[config.mk]
export PLATFORM = sky130hd
export DESIGN_NAME = stream_mux_rr_flat
export DESIGN_NICKNAME = d
export VERILOG_FILES = /design/src/rtl/stream_mux_rr_if.sv /design/src/rtl/stream_mux_rr.sv /design/src/flat_wrapper.sv
export SDC_FILE = /design/constraint.sdc
export NUM_CORES = 1
export LEC_CHECK = 0
export CAP_MARGIN = 20
export CORE_UTILIZATION = 38
export CTS_CLUSTER_DIAMETER = 60
export DETAILED_ROUTE_END_ITERATION = 10
export GPL_TIMING_DRIVEN = 0
export PLACE_DENSITY = 0.81
export SYNTH_ARGS = -nofsm -noshare
export SYNTH_HDL_FRONTEND = slang
export SYNTH_SLANG_ARGS = --single-unit
[constraint.sdc]
create_clock -name clk -period 2.4 [get_ports clk]
set_input_delay 0.48 -clock clk [delete_from_list [all_inputs] [get_ports clk]]
set_output_delay 0.48 -clock clk [all_outputs]
set_load 0.01 [all_outputs]
[src/rtl/stream_mux_rr_if.sv]
// Handshake bundle between the producers/consumer and the stream_mux_rr block.
// The mux itself connects through the slave modport.
interface stream_mux_rr_if #(
    parameter int WIDTH = 16,
    parameter int NCH   = 4,
    parameter int SELW  = 2
);
    logic [NCH*WIDTH-1:0] in_data;
    logic [NCH-1:0]       in_valid;
    logic [NCH-1:0]       in_ready;
    logic [SELW-1:0]      sel;
    logic [WIDTH-1:0]     out_data;
    logic [SELW-1:0]      out_ch;
    logic                 out_valid;
    logic                 out_ready;
    logic                 sel_err;

    modport master (
        output in_data, in_valid, sel, out_ready,
        input  in_ready, out_data, out_ch, out_valid, sel_err
    );

    modport slave (
        input  in_data, in_valid, sel, out_ready,
        output in_ready, out_data, out_ch, out_valid, sel_err
    );
endinterface

[src/rtl/stream_mux_rr.sv]
// NCH-to-1 valid/ready stream mux with a registered output stage.
// Channel choice is either a fixed select or round-robin arbitration.
module stream_mux_rr #(
    parameter int WIDTH   = 16,
    parameter int NCH     = 4,
    parameter int SELW    = 2,
    parameter int RR_MODE = 1
) (
    input  logic           clk,
    input  logic           rst,
    stream_mux_rr_if.slave bus
);
    logic             valid_q, valid_d;
    logic [WIDTH-1:0] data_q,  data_d;
    logic [SELW-1:0]  ch_q,    ch_d;
    logic [SELW-1:0]  ptr_q,   ptr_d;
    logic             err_q,   err_d;

    logic             accept;
    logic             grant_vld;
    logic [SELW-1:0]  grant_idx;
    logic [WIDTH-1:0] grant_data;
    logic             sel_ok;
    logic [NCH-1:0]   in_ready_w;

    assign accept = !valid_q || bus.out_ready;

    // Round-robin picks the lowest requester at or above ptr, else wraps to the lowest overall.
    always_comb begin : grant_logic
        logic            hi_found, lo_found, fixed_hit;
        logic [SELW-1:0] hi_idx, lo_idx;
        // NOTE: every variable gets a default before any conditional write, so no latch is inferred.
        hi_found  = 1'b0;
        lo_found  = 1'b0;
        fixed_hit = 1'b0;
        hi_idx    = '0;
        lo_idx    = '0;
        sel_ok    = 1'b0;
        for (int i = NCH - 1; i >= 0; i--) begin
            if (bus.in_valid[i]) begin
                lo_found = 1'b1;
                lo_idx   = SELW'(i);
                if (SELW'(i) >= ptr_q) begin
                    hi_found = 1'b1;
                    hi_idx   = SELW'(i);
                end
            end
        end
        for (int i = 0; i < NCH; i++) begin
            if (bus.sel == SELW'(i)) begin
                sel_ok    = 1'b1;
                fixed_hit = bus.in_valid[i];
            end
        end
        if (RR_MODE != 0) begin
            grant_vld = hi_found || lo_found;
            grant_idx = hi_found ? hi_idx : lo_idx;
        end else begin
            grant_vld = fixed_hit;
            grant_idx = bus.sel;
        end
    end

    always_comb begin
        grant_data = '0;
        in_ready_w = '0;
        for (int i = 0; i < NCH; i++) begin
            if (grant_idx == SELW'(i)) begin
                grant_data    = bus.in_data[i*WIDTH +: WIDTH];
                in_ready_w[i] = !rst && accept && grant_vld;
            end
        end
    end

    always_comb begin
        valid_d = valid_q;
        data_d  = data_q;
        ch_d    = ch_q;
        ptr_d   = ptr_q;
        if (accept) begin
            valid_d = grant_vld;
            if (grant_vld) begin
                data_d = grant_data;
                ch_d   = grant_idx;
                if (RR_MODE != 0) begin
                    ptr_d = (grant_idx == SELW'(NCH - 1)) ? '0 : grant_idx + SELW'(1);
                end
            end
        end
        err_d = (RR_MODE == 0) && accept && !sel_ok;
    end

    // NOTE: sequential state uses non-blocking assignments so every register samples pre-edge values.
    always_ff @(posedge clk) begin
        if (rst) begin
            valid_q <= 1'b0;
            data_q  <= '0;
            ch_q    <= '0;
            ptr_q   <= '0;
            err_q   <= 1'b0;
        end else begin
            valid_q <= valid_d;
            data_q  <= data_d;
            ch_q    <= ch_d;
            ptr_q   <= ptr_d;
            err_q   <= err_d;
        end
    end

    assign bus.in_ready  = in_ready_w;
    assign bus.out_valid = valid_q;
    assign bus.out_data  = data_q;
    assign bus.out_ch    = ch_q;
    assign bus.sel_err   = err_q;
endmodule

[src/flat_wrapper.sv]
// flat-port wrapper written by rule: the top's interface ports become plain ports
module stream_mux_rr_flat 
#(
    parameter int WIDTH   = 16,
    parameter int NCH     = 4,
    parameter int SELW    = 2,
    parameter int RR_MODE = 1
)
  (clk, rst, bus_in_data, bus_in_valid, bus_sel, bus_out_ready, bus_in_ready, bus_out_data, bus_out_ch, bus_out_valid, bus_sel_err);
  stream_mux_rr_if #(.WIDTH(WIDTH), .NCH(NCH), .SELW(SELW)) bus_i ();
  input  logic clk;
  input  logic rst;
  input wire logic [$bits(bus_i.in_data)-1:0] bus_in_data;
  input wire logic [$bits(bus_i.in_valid)-1:0] bus_in_valid;
  input wire logic [$bits(bus_i.sel)-1:0] bus_sel;
  input wire logic [$bits(bus_i.out_ready)-1:0] bus_out_ready;
  output wire logic [$bits(bus_i.in_ready)-1:0] bus_in_ready;
  output wire logic [$bits(bus_i.out_data)-1:0] bus_out_data;
  output wire logic [$bits(bus_i.out_ch)-1:0] bus_out_ch;
  output wire logic [$bits(bus_i.out_valid)-1:0] bus_out_valid;
  output wire logic [$bits(bus_i.sel_err)-1:0] bus_sel_err;
  assign bus_i.in_data = bus_in_data;
  assign bus_i.in_valid = bus_in_valid;
  assign bus_i.sel = bus_sel;
  assign bus_i.out_ready = bus_out_ready;
  assign bus_in_ready = bus_i.in_ready;
  assign bus_out_data = bus_i.out_data;
  assign bus_out_ch = bus_i.out_ch;
  assign bus_out_valid = bus_i.out_valid;
  assign bus_sel_err = bus_i.sel_err;
  stream_mux_rr #(.WIDTH(WIDTH), .NCH(NCH), .SELW(SELW), .RR_MODE(RR_MODE)) u_core (.clk(clk), .rst(rst), .bus(bus_i));
endmodule
### Word level (Yosys, flattened, before mapping)

Cells that the tools add are included.

| cells by class | value |
|---|---|
| add/sub/neg operators | 1 |
| $lt $le $gt $ge | 4 |
| equal/unequal tests | 3 |
| multiplexer cells | 34 |
| reductions and logical operators | 8 |

Operators with widths:

| operator | number |
|---|---|
| $mux W16 | 4 |
| $mux W2 | 14 |
| $mux W1 | 16 |
| $eq A2 B2 Y1 const B | 2 |
| $ge A1 B2 Y1 const A | 2 |
| $ge A2 B2 Y1 const A | 2 |
| $add A2 B1 Y2 const B | 1 |
| $eq A2 B1 Y1 const B | 1 |
| $logic_and A1 B1 Y1 | 2 |
| $logic_not A1 Y1 | 2 |
| $logic_not A2 Y1 | 1 |
| $logic_or A1 B1 Y1 | 2 |
| $reduce_and A2 Y1 | 1 |

| word-level totals | value |
|---|---|
| register bits | 21 |
| output and inout bits | 24 |
| logic and storage cells | 54 |

### Logic depth before layout (Yosys ltp)

| logic depth | value |
|---|---|
| depth after elaboration | 15 |
| gate-level depth with buffers | 11 |

### Worst setup path after synthesis

Ideal clock, no wire load.

| timing path | value |
|---|---|
| path kind | input to output |
| start | input port bus_in_valid[2] |
| end | output port bus_in_ready[2] |
| arrival time | 1776 ps |
| required time | 1920 ps |
| setup slack | 144 ps |
| stages | 8 |
| buffers on the path | 2 |
| path through | nor2b_1 > nor3b_1 > o22a_1 > inv_1 > ha_1 > buf_4 > clkbuf_1 > and2_1 |

| on the way | value |
|---|---|
| cells in the longest elaborated chain, start to end | 8 |
| elaborated cells on any way between the ends | 21 |
| classes of those cells | eq/ne (1); mux (18); reduce/logical (2) |

Ends and longest elaborated chain:

| element | RTL line | source |
|---|---|---|
| start: declaration | flat_wrapper.sv:14 | `input wire logic [$bits(bus_i.in_valid)-1:0] bus_in_valid;` |
| $mux W2 / $mux W1 (equally long branches) | stream_mux_rr.sv:40 | `if (bus.in_valid[i]) begin` |
| $mux W2 / $mux W1 (equally long branches) | stream_mux_rr.sv:43 | `if (SELW'(i) >= ptr_q) begin` |
| $mux W2 / $mux W1 (equally long branches) | stream_mux_rr.sv:40 |  |
| $mux W2 / $mux W1 (equally long branches) | stream_mux_rr.sv:43 |  |
| $mux W2 / $mux W1 (equally long branches) | stream_mux_rr.sv:40 |  |
| $mux W2 * | stream_mux_rr.sv:57 | `grant_idx = hi_found ? hi_idx : lo_idx;` |
| via u_core.grant_idx[0] | stream_mux_rr.sv:21 | `logic [SELW-1:0] grant_idx;` |
| $eq A2 B2 Y1 * | stream_mux_rr.sv:68 | `if (grant_idx == SELW'(i)) begin` |
| $mux W1 * | stream_mux_rr.sv:68 |  |
| end: declaration | flat_wrapper.sv:17 | `output wire logic [$bits(bus_i.in_ready)-1:0] bus_in_ready;` |

Mark *: on every way through the listed nets, which the timed path passes. The rest lies on a longest branch.

### Final worst setup path

| timing path | value |
|---|---|
| start | input port bus_in_valid[0] |
| end | output port bus_in_ready[2] |

| on the way | value |
|---|---|
| cells in the longest elaborated chain, start to end | 4 |
| elaborated cells on any way between the ends | 9 |
| classes of those cells | eq/ne (1); mux (6); reduce/logical (2) |

Ends and longest elaborated chain:

| element | RTL line |
|---|---|
| $mux W2 / $mux W1 (equally long branches) | stream_mux_rr.sv:40 |
| $mux W2 * | stream_mux_rr.sv:57 |
| via u_core.grant_idx[0] | stream_mux_rr.sv:21 |
| $eq A2 B2 Y1 * | stream_mux_rr.sv:68 |
| $mux W1 * | stream_mux_rr.sv:68 |

Marks and branches as above.

==> flow_metrics.env <==
export IMPL_status="complete, but fails checks"
export IMPL_violations="negative setup slack"
export IMPL_final_area_mm2=0.00284
export IMPL_hold_viol=0
export IMPL_multi_input_area_mm2=0.00114
export IMPL_io_pins=97
export IMPL_period_share_pct=100
export IMPL_final_common_cell="clkdlybuf4s50_1"
export IMPL_root_buffer="clkbuf_8"
export IMPL_setup_tns_ns=-0.00717
export IMPL_seq_area_frac_synth_pct=25.8
export IMPL_skew_ns=0.00141
export IMPL_drt_vias_per_instance=5.25
export IMPL_synth_top_cell_area_share_pct=25.8
export IMPL_synthCells=190
export IMPL_clk_latency_ns=0.26
export IMPL_cp_required_ns=1.92
export IMPL_synth_top_cells_by_area="dfxtp_1 (26%), a211oi_2 (12%), nor3_2 (9.8%), a221oi_1 (8.6%), nand3b_1 (7.8%)"
export IMPL_slew_violations=0
export IMPL_regArea_um2=422
export IMPL_die_w_um=67.5
export IMPL_hold_slack_ns=0.504
export IMPL_synth_seq_cells=21
export IMPL_relSlewSlack_pct=52.8
export IMPL_p_int_uw=1030
export IMPL_cts_max_level=1
export IMPL_p_per_area_mw_per_mm2=568
export IMPL_max_cap_viol_count=0
export IMPL_diodes=0
export IMPL_arrival_ns=1.93
export IMPL_routed_wl_um=5070
export IMPL_max_slew_worst_pin_slew_ns=0.708
export IMPL_final_util_pct=69.9
export IMPL_p_leak_uw=0.00109
export IMPL_drc_errors=0
export IMPL_endpoint_kind="primary output"
export IMPL_core_area_mm2=0.00406
export IMPL_layout_min_cycle_time_ns=2.41
export IMPL_power_frac_comb_pct=57.9
export IMPL_fmax_ghz=0.415
export IMPL_rsz0062_at_grt="yes"
export IMPL_final_antenna_net_count=0
export IMPL_dieHeight_um=67.5
export IMPL_grt_pass1_wl_um=7820
export IMPL_dp_hpwl_um=3850
export IMPL_clk_pin_slew_ns=0.08
export IMPL_power_frac_clock_pct=14.8
export IMPL_grt_use_total_pct=22.8
export IMPL_place_congestion=0.755
export IMPL_vdd_drop_max_uv=268
export IMPL_sw_frac_of_total_pct=36.2
export IMPL_start_util_pct=40.1
export IMPL_fp_row_count=23
export IMPL_cts_tree="built"
export IMPL_vias=1802
export IMPL_netSwitchingPower_uw=583
export IMPL_synth_top_area_cell="dfxtp_1"
export IMPL_start_kind="input pin"
export IMPL_drt_iter0_markers=61
export IMPL_area_growth_pct=74.3
export IMPL_ctsHoldBuffers=0
export IMPL_grt_max_degree=12
export IMPL_finalWorstSetupSlack_ns=-0.00717
export IMPL_seqPwrFrac_pct=27.4
export IMPL_drt_pass1_iterations=4
export IMPL_grt_pass1_vias=1679
export IMPL_min_path_type="flop to flop"
export IMPL_ys_types=28
export IMPL_clock_sinks=21
export IMPL_wl_per_cell_um=14.8
export IMPL_fin_nets=371
export IMPL_fillers=343
export IMPL_setup_viol=1
export IMPL_die_area_mm2=0.00455
export IMPL_place_area_mm2=0.00262
export IMPL_syn_area_mm2=0.00163
export IMPL_path_class="input pin to primary output"
export IMPL_cts_buffers=3
export IMPL_antenna_found_initial=0
export IMPL_finalPower_uw=1610
export IMPL_synth_avg_cell_area_um2=8.57
export IMPL_worstPathMaxFanout=6
export IMPL_port_buffers=93
export IMPL_layout_common_cells="clkdlybuf4s50_1 (85), nor2_1 (20), dfxtp_1 (20)"
export IMPL_syn_num_nets=267
export IMPL_drive_above_1_share_pct=29.4
export IMPL_grt_remaining_overflow=0
export IMPL_clk_path_buf_depth=2
export IMPL_synth_warning_count=0
[worst paths after layout]
path | from | endpoint | slack (ns) | depth (start not counted)
setup / recovery | bus_in_valid[0] | bus_in_ready[2] | -0.007 | 10
hold / removal | u_core.ptr_q[1]$_SDFFE_PP0P_ | u_core.ptr_q[1]$_SDFFE_PP0P_ | 0.50 | 2
setup reg to reg | u_core.ptr_q[0]$_SDFFE_PP0P_ | u_core.bus.out_data[10]$_SDFFE_PP0P_ | 0.13 | 11
hold reg to reg | u_core.ptr_q[1]$_SDFFE_PP0P_ | u_core.ptr_q[1]$_SDFFE_PP0P_ | 0.50 | 2
[cells in the mapped netlist]
| master | number |
|---|---|
| buf_6 | 2 |
| dfxtp_1 | 21 |
| and2_1 | 4 |
| nor3_2 | 16 |
| buf_1 | 1 |
| o22a_1 | 1 |
| clkbuf_1 | 6 |
| nand2b_1 | 1 |
| o31ai_1 | 1 |
| nand3b_1 | 17 |
| buf_4 | 5 |
| o32ai_2 | 1 |
| ha_1 | 4 |
| nor2_1 | 20 |
| a211oi_2 | 16 |
| a211oi_1 | 1 |
| buf_2 | 6 |
| a21o_1 | 1 |
| a221oi_1 | 16 |
| conb_1 | 1 |
| a21oi_1 | 18 |
| nor2_2 | 1 |
| inv_1 | 18 |
| nor2b_1 | 5 |
| nor4_4 | 1 |
| nand2_1 | 2 |
| nor3b_1 | 3 |
| or2_4 | 1 |
[routing by layer]
| metal | track usage (%) | routed length [um] |
|---|---|---|
| met4 | 5.59 | 58 |
| met1 | 29.3 | 2240 |
| met3 | 3.72 | 294 |
| met5 | 0 | 0 |
| met2 | 39.1 | 2470 |
[per-stage QoR]
step | setup slack, ns | cells
3_5_place_dp | -1.14 | 333
5_1_grt | -0.0508 | 343
2_1_floorplan | 0.144 | 190
6_report | -0.00717 | 343
4_1_cts | 0.000974 | 340
3_3_place_gp | -1.13 | 333
[cells by family (layout without fill, tap and decap cells)]
kind of cell / count (synthesis) / after routing / synth area share (%)
buf+inv: 38 / 141 / 11.3
fa+ha+maj: 4 / 4 / 3.07
other cells: 1 / 1 / 0.230
flops: 21 / 21 / 25.8
compound gates: 55 / 55 / 29.4
simple gates: 71 / 71 / 30.2
[layout make-up]
class                           count  share of cell area (%)
Sequential cell                    21                    14.9
Timing Repair Buffer              102                    34.0
Tap cell                           50                    2.21
Multi-Input combinational cell    131                    40.2
Clock buffer                        4                    1.59
Buffer                             17                    4.76
Inverter                           18                    2.38
[registers in the layout, summed over array words and instances, names as in the netlist]
| signal | flops |
|---|---|
| u_core.bus.out_valid | 1 |
| u_core.bus.out_data | 16 |
| u_core.bus.out_ch | 2 |
| u_core.ptr_q | 2 |
[power by group through the flow]
stage	combinational (uW)	sequential [uW]	clock (uW)
2_1_floorplan	460	467	0
3_3_place_gp	806	443	0
3_5_place_dp	816	447	0
4_1_cts	884	440	236
5_1_grt	1010	447	246
6_report	932	441	238
[critical path, cell delays in order]
cell	delay (ns)
buf_4	0.13
nor2b_2	0.15
nor3b_2	0.18
o22a_2	0.24
inv_2	0.08
ha_4	0.16
buf_6	0.12
clkbuf_8	0.12
and2_1	0.13
buf_2	0.13
[what timing repair did]
item | 4_1_cts | 5_1_grt
pin swaps | 3 | 5
setup buffers | 6 | 3
resized for setup | 58 | 13
endpoints found under the hold margin | 0 | 0
setup endpoints to repair | 20 | 9
Power figures use the tool's default switching activity.
